--- src/rtl/mdu_hilo_writer.sv ---
`default_nettype none
// ============================================================================
// Module      : mdu_hilo_writer
// Description : Iterative multiply/divide unit (MULTU, MULT, DIVU, DIV).
//               Computes one radix-2 step per cycle and writes the result
//               into the HI/LO holding registers with a single-cycle enable.
//               HI/LO storage downstream captures on the falling edge, so
//               hi_out/lo_out are held stable between results.
// Ports       : clk      - system clock, rising-edge state updates
//               rst      - asynchronous active-high reset
//               start    - request pulse, sampled only in IDLE
//               op       - 00 MULTU, 01 MULT, 10 DIVU, 11 DIV
//               a, b     - rs / rt operands
//               busy     - high while not IDLE
//               hi_out   - product high word / remainder
//               lo_out   - product low word / quotient
//               hi_wena  - HI write enable (one cycle)
//               lo_wena  - LO write enable (always equal to hi_wena)
// Options     : MDU_DIVZERO_FAST_EN - divide by zero bypasses the iterative
//               steps and writes the override result two cycles after start.
// Revision    : 1.0 - initial release
// ============================================================================
module mdu_hilo_writer #(
    parameter int WIDTH = 32
) (
    input  logic             clk,
    input  logic             rst,
    input  logic             start,
    input  logic [1:0]       op,
    input  logic [WIDTH-1:0] a,
    input  logic [WIDTH-1:0] b,
    output logic             busy,
    output logic [WIDTH-1:0] hi_out,
    output logic [WIDTH-1:0] lo_out,
    output logic             hi_wena,
    output logic             lo_wena
);

    localparam int               c_cnt_w = $clog2(WIDTH);
    localparam logic [c_cnt_w-1:0] c_last_step = c_cnt_w'(WIDTH - 1);

    typedef enum logic [1:0] {
        S_IDLE = 2'd0,
        S_CALC = 2'd1,
        S_FIX  = 2'd2,
        S_DONE = 2'd3
    } state_t;

    state_t               r_state;
    state_t               w_state_nxt;

    logic [1:0]           r_op;        // [1]=divide, [0]=signed
    logic [2*WIDTH-1:0]   r_acc;       // {remainder/product-hi, quotient/product-lo}
    logic [WIDTH-1:0]     r_opb;       // multiplicand / divisor magnitude
    logic [WIDTH-1:0]     r_a;         // raw dividend, for the divide-by-zero result
    logic [c_cnt_w-1:0]   r_cnt;
    logic                 r_res_neg;   // signed op with a[31]^b[31]
    logic                 r_dvd_neg;   // signed op with negative dividend
    logic                 r_divzero;

    logic [WIDTH-1:0]     w_a_mag;
    logic [WIDTH-1:0]     w_b_mag;
    logic                 w_in_divzero;
    logic [WIDTH:0]       w_mul_sum;
    logic [2*WIDTH-1:0]   w_mul_step;
    logic [WIDTH:0]       w_div_sh;
    logic [WIDTH:0]       w_div_diff;
    logic [2*WIDTH-1:0]   w_div_step;
    logic [2*WIDTH-1:0]   w_prod;
    logic [WIDTH-1:0]     w_fix_hi;
    logic [WIDTH-1:0]     w_fix_lo;

    // Operand magnitudes. The most negative value maps to itself, which is
    // its correct magnitude when read as unsigned.
    assign w_a_mag      = (op[0] && a[WIDTH-1]) ? -a : a;
    assign w_b_mag      = (op[0] && b[WIDTH-1]) ? -b : b;
    assign w_in_divzero = op[1] && (b == '0);

    // Shift-add multiply: multiplier sits in the low half and is consumed
    // from bit 0 while the partial product grows into the high half.
    assign w_mul_sum  = {1'b0, r_acc[2*WIDTH-1:WIDTH]} + (r_acc[0] ? {1'b0, r_opb} : '0);
    assign w_mul_step = {w_mul_sum, r_acc[WIDTH-1:1]};

    // Restoring divide: shift the partial remainder left by one, pulling in
    // the next dividend bit; keep the difference only when it did not borrow.
    assign w_div_sh   = r_acc[2*WIDTH-1:WIDTH-1];
    assign w_div_diff = w_div_sh - {1'b0, r_opb};
    assign w_div_step = w_div_diff[WIDTH]
                      ? {w_div_sh[WIDTH-1:0],   r_acc[WIDTH-2:0], 1'b0}
                      : {w_div_diff[WIDTH-1:0], r_acc[WIDTH-2:0], 1'b1};

    // Sign correction and divide-by-zero override applied in FIX.
    always_comb begin
        w_prod   = r_res_neg ? -r_acc : r_acc;
        w_fix_hi = w_prod[2*WIDTH-1:WIDTH];
        w_fix_lo = w_prod[WIDTH-1:0];
        if (r_op[1]) begin
            w_fix_lo = r_res_neg ? -r_acc[WIDTH-1:0] : r_acc[WIDTH-1:0];
            w_fix_hi = r_dvd_neg ? -r_acc[2*WIDTH-1:WIDTH] : r_acc[2*WIDTH-1:WIDTH];
            if (r_divzero) begin
                w_fix_hi = r_a;
                w_fix_lo = '1;
            end
        end
    end

    // State register.
    always_ff @(posedge clk or posedge rst) begin
        if (rst) begin
            r_state <= S_IDLE;
        end else begin
            r_state <= w_state_nxt;
        end
    end

    // Next-state logic.
    always_comb begin
        w_state_nxt = r_state;
        case (r_state)
            S_IDLE: begin
                if (start) begin
`ifdef MDU_DIVZERO_FAST_EN
                    // FIX only re-applies the override latched at start.
                    w_state_nxt = w_in_divzero ? S_FIX : S_CALC;
`else
                    w_state_nxt = S_CALC;
`endif
                end
            end
            S_CALC:  if (r_cnt == c_last_step) w_state_nxt = S_FIX;
            S_FIX:   w_state_nxt = S_DONE;
            S_DONE:  w_state_nxt = S_IDLE;
            default: w_state_nxt = S_IDLE;
        endcase
    end

    // Datapath.
    always_ff @(posedge clk or posedge rst) begin
        if (rst) begin
            r_op      <= '0;
            r_acc     <= '0;
            r_opb     <= '0;
            r_a       <= '0;
            r_cnt     <= '0;
            r_res_neg <= 1'b0;
            r_dvd_neg <= 1'b0;
            r_divzero <= 1'b0;
            hi_out    <= '0;
            lo_out    <= '0;
        end else begin
            case (r_state)
                S_IDLE: begin
                    if (start) begin
                        r_op      <= op;
                        r_a       <= a;
                        r_opb     <= w_b_mag;
                        r_acc     <= {{WIDTH{1'b0}}, w_a_mag};
                        r_cnt     <= '0;
                        r_res_neg <= op[0] & (a[WIDTH-1] ^ b[WIDTH-1]);
                        r_dvd_neg <= op[0] & a[WIDTH-1];
                        r_divzero <= w_in_divzero;
`ifdef MDU_DIVZERO_FAST_EN
                        if (w_in_divzero) begin
                            hi_out <= a;
                            lo_out <= '1;
                        end
`endif
                    end
                end
                S_CALC: begin
                    r_acc <= r_op[1] ? w_div_step : w_mul_step;
                    r_cnt <= r_cnt + 1'b1;
                end
                S_FIX: begin
                    hi_out <= w_fix_hi;
                    lo_out <= w_fix_lo;
                end
                default: ;
            endcase
        end
    end

    assign busy    = (r_state != S_IDLE);
    assign hi_wena = (r_state == S_DONE);
    assign lo_wena = (r_state == S_DONE);

endmodule
`default_nettype wire

--- config.mk ---
export PLATFORM = sky130hd
export DESIGN_NAME = mdu_hilo_writer
export DESIGN_NICKNAME = d
export VERILOG_FILES = /design/src/rtl/mdu_hilo_writer.sv
export SDC_FILE = /design/constraint.sdc
export NUM_CORES = 1
export LEC_CHECK = 0
export CAP_MARGIN = 20
export CORE_MARGIN = 3
export CORE_UTILIZATION = 61
export CTS_BUF_LIST = sky130_fd_sc_hd__clkbuf_8
export CTS_CLUSTER_SIZE = 16
export DETAILED_ROUTE_END_ITERATION = 10
export DONT_BUFFER_PORTS = 1
export HOLD_SLACK_MARGIN = 0.02
export PLACE_DENSITY = 0.78
export SETUP_SLACK_MARGIN = 0.3
export SLEW_MARGIN = 20
export SYNTH_ARGS = -nofsm -noshare
export SYNTH_HDL_FRONTEND = slang
export SYNTH_SLANG_ARGS = --single-unit
--- constraint.sdc ---
create_clock -name clk -period 6.6 [get_ports clk]
set_clock_uncertainty 0.2 [all_clocks]
set_input_delay 0.66 -clock clk [delete_from_list [all_inputs] [get_ports clk]]
set_output_delay 0.66 -clock clk [all_outputs]
set_load 0.02 [all_outputs]
Word-level counts from Yosys, hierarchy flattened
Index checks and enable logic that the tools add are counted.
- add/subtract/negate cells: 8
- equality and inequality tests: 6
- mux-type cells: 19
- bitwise operators: 3
- reduce and logical (&&, ||, !) cells: 10
- operators with widths (operator ; number):
    $mux 32 ; 9
    $mux 64 ; 4
    $neg 32->32 ; 4
    $pmux 64 s2 ; 1
    $neg 64->64 ; 1
    $add 32x32->33 ; 1
    $sub 33x32->33 ; 1
    $logic_not 32->1 ; 1
    $pmux 5 s2 ; 1
    $pmux 2 s4 ; 1
    $reduce_and 2->1 ; 3
    $add 5x1->5 const B ; 1
    $eq 5x5->1 const B ; 1
    $mux 5 ; 1
    $eq 2x2->1 const B ; 2
    $mux 2 ; 2
    $ne 2x2->1 const B ; 2
    $reduce_bool 2->1 ; 2
    $logic_and 1x1->1 ; 3
    $and 1x1->1 ; 2
    $eq 2x1->1 const B ; 1
    $logic_not 2->1 ; 1
    $xor 1x1->1 ; 1
- flip-flop bits (word level): 204
- bits of input ports: 69
- output and inout bits: 67
- word-level logic and storage cells: 57

Longest topological paths before layout
Gate-level depths: netlist of run 1.
- depth after elaboration: 4
- gate-level depth with buffers: 14
- gate-level depth less buffers: 13

Worst setup path before layout of run 1
No wires, ideal clock.
- kind: reg2reg
- start: register r_acc[32]
- end: register r_acc[50]
- library setup time: 0.126 ns
- data arrival time: 3.261 ns
- data required time: 6.274 ns
- slack: 3.013 ns
- stages on the path, launching flop included: 14
- buffers on the path: 3
- clock period less this slack: 3.587 ns
- path through: dfrtp_1 -> clkbuf_1 -> inv_1 -> fa_1 -> nand2b_1 -> a211oi_1 -> o21ai_1 -> a21oi_1 -> nand3b_1 -> xnor2_1 -> clkbuf_1 -> clkbuf_1 -> o21ai_0 -> a221o_1
- word-level cells in the longest chain between the ends: 4
- elaborated cells between the ends (all ways): 5
- classes of those cells: add/sub: 2; mux: 3
- RTL lines (what ; line ; RTL):
    start: declaration ; 53 ; logic [2*WIDTH-1:0] r_acc;
    start signal: assignment ; 157 ; r_acc <= {{WIDTH{1'b0}}, w_a_mag};
    start signal: assignment ; 171 ; r_acc <= r_op[1] ? w_div_step : w_mul_step;
    $sub 33x32->33 ; 87 ; assign w_div_diff = w_div_sh - {1'b0, r_opb};
    $mux 64 ; 89 ; ? {w_div_sh[WIDTH-1:0], r_acc[WIDTH-2:0], 1'b0}
    $mux 64 (*) ; 171 ;
    $pmux 64 s2 (*) ; 151 ; case (r_state)
Mark *: on every way between the ends. The rest lies on a longest branch, timed or not.
A chain may end at the register's enable or synchronous reset.

Worst setup path after layout of run 1
- start: register r_acc[0]
- end: register r_acc[60]
- word-level cells in the longest chain between the ends: 4
- RTL lines (what ; line ; RTL):
    $mux 32 ; 81 ; assign w_mul_sum = {1'b0, r_acc[2*WIDTH-1:WIDTH]} + (r_acc[0] ? {1'b0, r_opb} : '0);
    $add 32x32->33 ; 81 ;
    $mux 64 ; 171 ;
    $pmux 64 s2 ; 151 ;
Every way passes these cells.

==> results.cfg, run 1 <==
[clocking]
worstSkewPairLatency_ns = 0.56
post_cts_buffers = 0
clock-sinks = 203
cts-buffers-inserted = 37
clockBufferDepth = 3
root_buffer = clkbuf_8
ctsResizeCount = 0
cts_hold_buf = 1
htreeDepth = 2
cts_tree = yes
clkTransAtPathRegs_ns = 0.07

[power]
comb_power_share_pct = 56.1
p_int_uw = 4650
p_sw_share_pct = 50.6
power_density_nw_per_um2 = 560
ir_worst_vdd_mv = 0.376
clkPwrFrac_pct = 13.8
switchingPower_uw = 4750
seqPwrFrac_pct = 30.2
leakage_uw = 0.00713

[synth]
synth_area_per_cell_um2 = 8.12
synth-edff-count = 0
synth_top_cell_area_share_pct = 31.6
ys.flop_type = dfrtp_1
synth.most_common_cell = nand2_1
synth_cell_types = 76
synth_top_family_by_area = compound AO/OA/AOI/OAI gates
ys_ff_latch = 203
synth_area_leaders = dfrtp_1 32%, o21ai_0 6.5%, ha_1 5.8%
synthCells = 1977
yosysTopAreaCell = dfrtp_1
syn-num-nets = 2122
ys_warn_count = 0
syn_area_um2 = 16100
synth-simple-area-share_pct = 17.0
synthXorXnorAreaFrac_pct = 10.9
synth_seq_area_share_pct = 31.6
muxShareOfSynthArea_pct = 6.35
async_flop_share_pct = 100
synthAdderAreaFrac_pct = 6.02
synth_commonest_cells = 233 x nand2_1, 209 x o21ai_0, 203 x dfrtp_1
synth-compound-area-share_pct = 22.2

[floorplanning]
core_area_um2 = 25500
dieHeight_um = 168
num_io_pins = 136
die_x_um = 168
start_util_pct = 62.9
rows = 58
die_area_um2 = 28300

[final_layout]
fin_nets = 2033
drive_gt1_share_pct = 7.63
syn2layout_area_growth_pct = 4.53
fill_cells = 2185
n_antenna_cell = 0
fin_util_pct = 65.7
multi_input_area_um2 = 10100
register_area_um2 = 5090
design_area_um2 = 16800

[grt]
top_usage_layer = met2
grt_pass1_wl_um = 72000
grt_use_total_pct = 30.8
grt_remaining_overflow = 0
gr-usage-met3_pct = 6.18
grt_pass1_vias = 13691
use_met2_pct = 50.7
antenna_found_initial = 0
grt_use_met1_pct = 41.3
grt_start_max_net_pins = 106

[setup_path]
crit_path_max_fanout = 33
cp-end-kind = register
critical-path-slowest-cell = inv_2
cp_data_required_time_ns = 6.83
critPathMaxStageDelay_ns = 0.52
start_kind = register
crit_type = register to register
critical_path_arrival_ns = 4.55
crit_path_cell_trace = inv_2 -> nor2_1 -> ha_1 -> o211ai_1 -> o21ai_1 -> o2111ai_1 -> a21boi_1 -> a41oi_1 -> o21ba_2 -> o311ai_1 -> xor2_1 -> a221o_1

[min_path]
hold_class = input port to register

[timing]
slew_headroom_pct = 27.3
tightest_slew_ns = 1.09
fmax_ghz = 0.232
setup_viol = 0
period_minus_slack_ns = 4.31
rsz0062_at_grt = false
slew_viol_final = 0
fin_crit_sh_pct = 65.4
setup_tns_ns = 0
finalHoldViolations = 0

[placement]
dp_hpwl_um = 32600
globalplace.congestion = 1.01
place_area_um2 = 16000
io_buffers = 0

[route]
vias = 14220
vias_per_cell = 6.34
initialDrtViolationCount = 1324
drtPass1Iterations = 6
drc = 0
wire_per_inst_um = 19.9
wl_um = 44600
antenna_left = 0

[status]
status = completed

[flow_run]
cap_violations = 0
[stage by stage]
stage	total power [uW]	setup WS, ns	instances	hold slack (ns)
2_1_floorplan	6780	3.01	1977	0.250
3_3_place_gp	7880	2.15	2178	0.261
3_5_place_dp	8020	2.36	2178	0.271
4_1_cts	9350	2.33	2244	0.0253
5_1_grt	10200	1.99	2244	0.0346
6_report	9400	2.29	2244	0.0471
[registers in the layout, summed over array words and instances (netlist names), 2 cells and up]
name	count
r_acc	64
r_state	2
hi_out	32
r_opb	32
lo_out	32
r_a	32
r_cnt	5
[cells in the final DEF, fill, tap and decap left out, drive strengths merged, types with 8 or more instances in the layout]
cell / Yosys / final
a211oi: 8 / 8
a21o: 24 / 24
a21oi: 157 / 157
a22oi: 14 / 14
a31oi: 12 / 12
and2: 11 / 11
and3: 8 / 8
buf: 33 / 13
clkbuf: 108 / 48
dfrtp: 203 / 203
ha: 74 / 74
inv: 76 / 86
mux2: 44 / 44
mux2i: 52 / 52
nand2: 235 / 235
nand2b: 20 / 20
nand3: 26 / 26
nand4: 17 / 17
nor2: 164 / 164
nor2b: 15 / 15
nor3: 23 / 23
nor4: 15 / 15
o211ai: 16 / 16
o21a: 8 / 8
o21ai: 233 / 233
o21bai: 9 / 9
o22ai: 10 / 10
o31ai: 29 / 29
o41ai: 17 / 17
or3: 16 / 16
or4: 18 / 18
xnor2: 95 / 95
xor2: 105 / 105
[layout make-up]
type	instances	share of cell area (%)
multi-input combinational	1556	60.1
sequential	203	30.3
clock buffer	48	3.94
tap	330	2.46
inverter	76	1.72
clock inverter	17	0.798
timing repair buffer	14	0.641
[critical path: cells and delay by family, from the launching register on]
family                     cells  cell delay (ns)
buffers and inverters          1             0.52
and+or+nand+nor                1             0.10
DFF                            1             0.47
xor gates and xnor gates       1             0.13
adders and majority gates      1             0.38
AOI/OAI and AO/OA              8             2.37
[power groups by stage]
stage / clock (uW) / sequential [uW] / combinational (uW)
final: 1290 / 2830 / 5270
after global routing: 1370 / 2920 / 5880
after CTS: 1310 / 2820 / 5220
after detailed placement: 0 / 2830 / 5180
after global placement: 0 / 2810 / 5080
after floorplan: 0 / 2410 / 4370
[metal layers]
| metal | wire (um) | part of all wire (%) | up-vias |
|---|---|---|---|
| met2 | 20500 | 46 | 614 |
| met4 | 1220 | 2.7 | 0 |
| met5 | 0 | 0 | - |
| met1 | 19000 | 43 | 6684 |
| li1 | - | - | 6818 |
| met3 | 3810 | 8.5 | 104 |
[worst paths after layout]
| kind | endpoint | depth (start not counted) | start | slack [ns] |
|---|---|---|---|---|
| setup reg to reg | r_acc[60] | 12 | r_acc[0] | 2.29 |
| hold reg to reg | r_opb[14] | 2 | r_opb[14] | 0.28 |
| min in group asynchronous | lo_out[3] | 3 | rst | 0.56 |
| hold / removal | r_a[6] | 1 | a[6] | 0.05 |
| max in group asynchronous | r_divzero | 4 | rst | 4.34 |
| setup / recovery | r_acc[60] | 12 | r_acc[0] | 2.29 |
[cell families (layout without fill, tap and decap cells)]
family,count (synthesis),after routing
compound gates,592,592
xor+xnor,200,200
fa+ha+maj,76,76
buf+inv,218,155
flops,203,203
mux,96,96
simple gates,592,592
Power figures use the tool's default switching activity.
==> inputs of run 2 (changes only) <==
==> constraint.sdc (replaced) <==
create_clock -name clk -period 3.8 [get_ports clk]
set_clock_uncertainty 0.2 [all_clocks]
set_input_delay 0.38 -clock clk [delete_from_list [all_inputs] [get_ports clk]]
set_output_delay 0.38 -clock clk [all_outputs]
set_load 0.02 [all_outputs]
==> run 2 against run 1 <==
Die area is the same. Worst setup slack worse by 1.9 ns. Cell area increased by 9.1%. Register-to-register slack worse by 1.9 ns. Largest power group unchanged. Highest routed layer unchanged.
==> results.cfg, run 2 (same netlist as run 1, synthesis figures left out) <==
[power]
ir_worst_vdd_mv = 0.582
finalPower_uw = 17200
power_density_nw_per_um2 = 937
leakage_uw = 0.00785

[route]
wire_per_inst_um = 20.3
vias_per_cell = 6.35
initialDrtViolationCount = 1496
wl_um = 48400
antenna_left = 0
met1Wirelength_um = 19900
drc = 0
top_layer = met4
drtPass1Iterations = 5
met3_length_um = 4030
wl_met2_um = 22900
vias = 15137

[timing]
slew_viol_final = 0
slew_headroom_pct = 28.4
period_minus_slack_ns = 3.38
setup_viol = 0
tightest_slew_ns = 1.07
fin_crit_sh_pct = 89.0
whs_ns = 0.0542
rsz0062_at_grt = true
fmax_ghz = 0.296
finalHoldViolations = 0

[placement]
globalplace.congestion = 0.938
place_inst = 2238
io_buffers = 0
dp_hpwl_um = 33300

[setup_path]
cp-end-kind = register
crit_top_cell = o31ai_1
crit_path_cell_trace = inv_2 -> ha_1 -> nand2b_1 -> a21oi_1 -> o311a_1 -> o211ai_1 -> buf_4 -> o31ai_1 -> o21ai_1 -> o31ai_1 -> o31a_1 -> o21ai_0
start_kind = register
crit_type = register to register
critical_path_arrival_ns = 3.60
critPathMaxStageDelay_ns = 0.42
critical-path-slowest-cell = dfrtp_1
crit_path_max_fanout = 4
cp_data_required_time_ns = 4.02

[grt]
grt_pass1_wl_um = 77500
grt_remaining_overflow = 0
grt_use_total_pct = 33.3
grt_start_max_net_pins = 141
grt_pass1_vias = 14744
antenna_found_initial = 1

[final_layout]
final_cell_count_no_fill = 2385
largest_register = r_acc
final_cell_mix = 230 x nand2_1, 207 x o21ai_0, 197 x dfrtp_1
drive_gt1_share_pct = 12.1
fin_nets = 2178
fin_util_pct = 71.7
fill_cells = 1985
syn2layout_area_growth_pct = 14.1
largest_reg_flops = 64
layout_commonest_cell = nand2_1
n_antenna_cell = 0

[floorplanning]
dieHeight_um = 168
core_area_um2 = 25500
die_area_um2 = 28300
die_x_um = 168
rows = 58
num_io_pins = 136
start_util_pct = 62.9

[status]
status = completed

[clocking]
clock-sinks = 203
root_buffer = clkbuf_8
clockBufferDepth = 3
cts-buffers-inserted = 38
worstSkewPairLatency_ns = 0.55
htreeDepth = 2
clkTransAtPathRegs_ns = 0.06
cts_tree = yes

[flow_run]
cap_violations = 0

[min_path]
hold_class = input port to register
==> run 2: changes by cell type in the layout (fill, tap and decap cells not counted), moves of 4 or more <==
cell,before,now
dlygate4sd3_1,1,79
ha_1,72,68
buf_4,13,73
clkinv_2,4,0
ha_2,1,5
a21oi_1,157,152
a21oi_2,0,4
==> run 2: cell type report <==
cell class | count | area [um^2] | area share, %
Timing Repair Buffer | 158 | 1450 | 7.94
Sequential cell | 203 | 5090 | 27.8
Clock buffer | 46 | 633 | 3.46
Clock inverter | 16 | 126 | 0.690
Multi-Input combinational cell | 1556 | 10300 | 56.3
Inverter | 76 | 289 | 1.58
Tap cell | 330 | 413 | 2.25
==> run 2: critical path: cells and delay by family, from the launching register on <==
family                     cells  cell delay (ns)
DFF                            1             0.42
AOI/OAI and AO/OA              8             1.87
and+or+nand+nor                1             0.18
buffers and inverters          2             0.33
adders and majority gates      1             0.26
==> run 2: worst paths after layout <==
kind                                 from        end  slack [ns]  depth (start not counted)
worst max-delay path            r_acc[31]  r_acc[59]        0.42                         12
max in group asynchronous             rst    r_op[1]        2.38                          3
min in group asynchronous             rst   r_acc[3]        0.36                          3
worst max register to register  r_acc[31]  r_acc[59]        0.42                         12
worst min-delay path                 a[7]   r_acc[8]        0.05                          4
worst min register to register   r_opb[8]   r_opb[8]        0.28                          2
==> run 2: layer usage <==
metal / global-route usage (%) / up-vias
met4: 12.0 / 0
met2: 55.2 / 713
met3: 6.10 / 127
met1: 43.7 / 7191
met5: 0 / -
li1: - / 7106
==> run 2: per-stage QoR <==
step	setup TNS, ns	worst slack (ns)	cell area, um^2
final	0	0.416	18300
after global routing	0	0.253	18300
after CTS	0	0.318	18100
after detailed placement	-0.0345	-0.0345	16500
after global placement	0	0.0787	16500
after floorplan	0	0.304	16100
==> run 2: timing repair <==
action,CTS,global route
endpoints found under the hold margin,301,0
pin swaps,3,10
gates cloned,1,0
setup buffers,3,2
resized for setup,6,49
endpoints found under the setup margin,33,56
hold buffers,79,0
==> run 2: where the power goes <==
group	switching [uW]	internal, uW	leakage [uW]
logic	5870	4230	0.00496
clock network	983	1230	0.000427
registers	1670	3190	0.00246
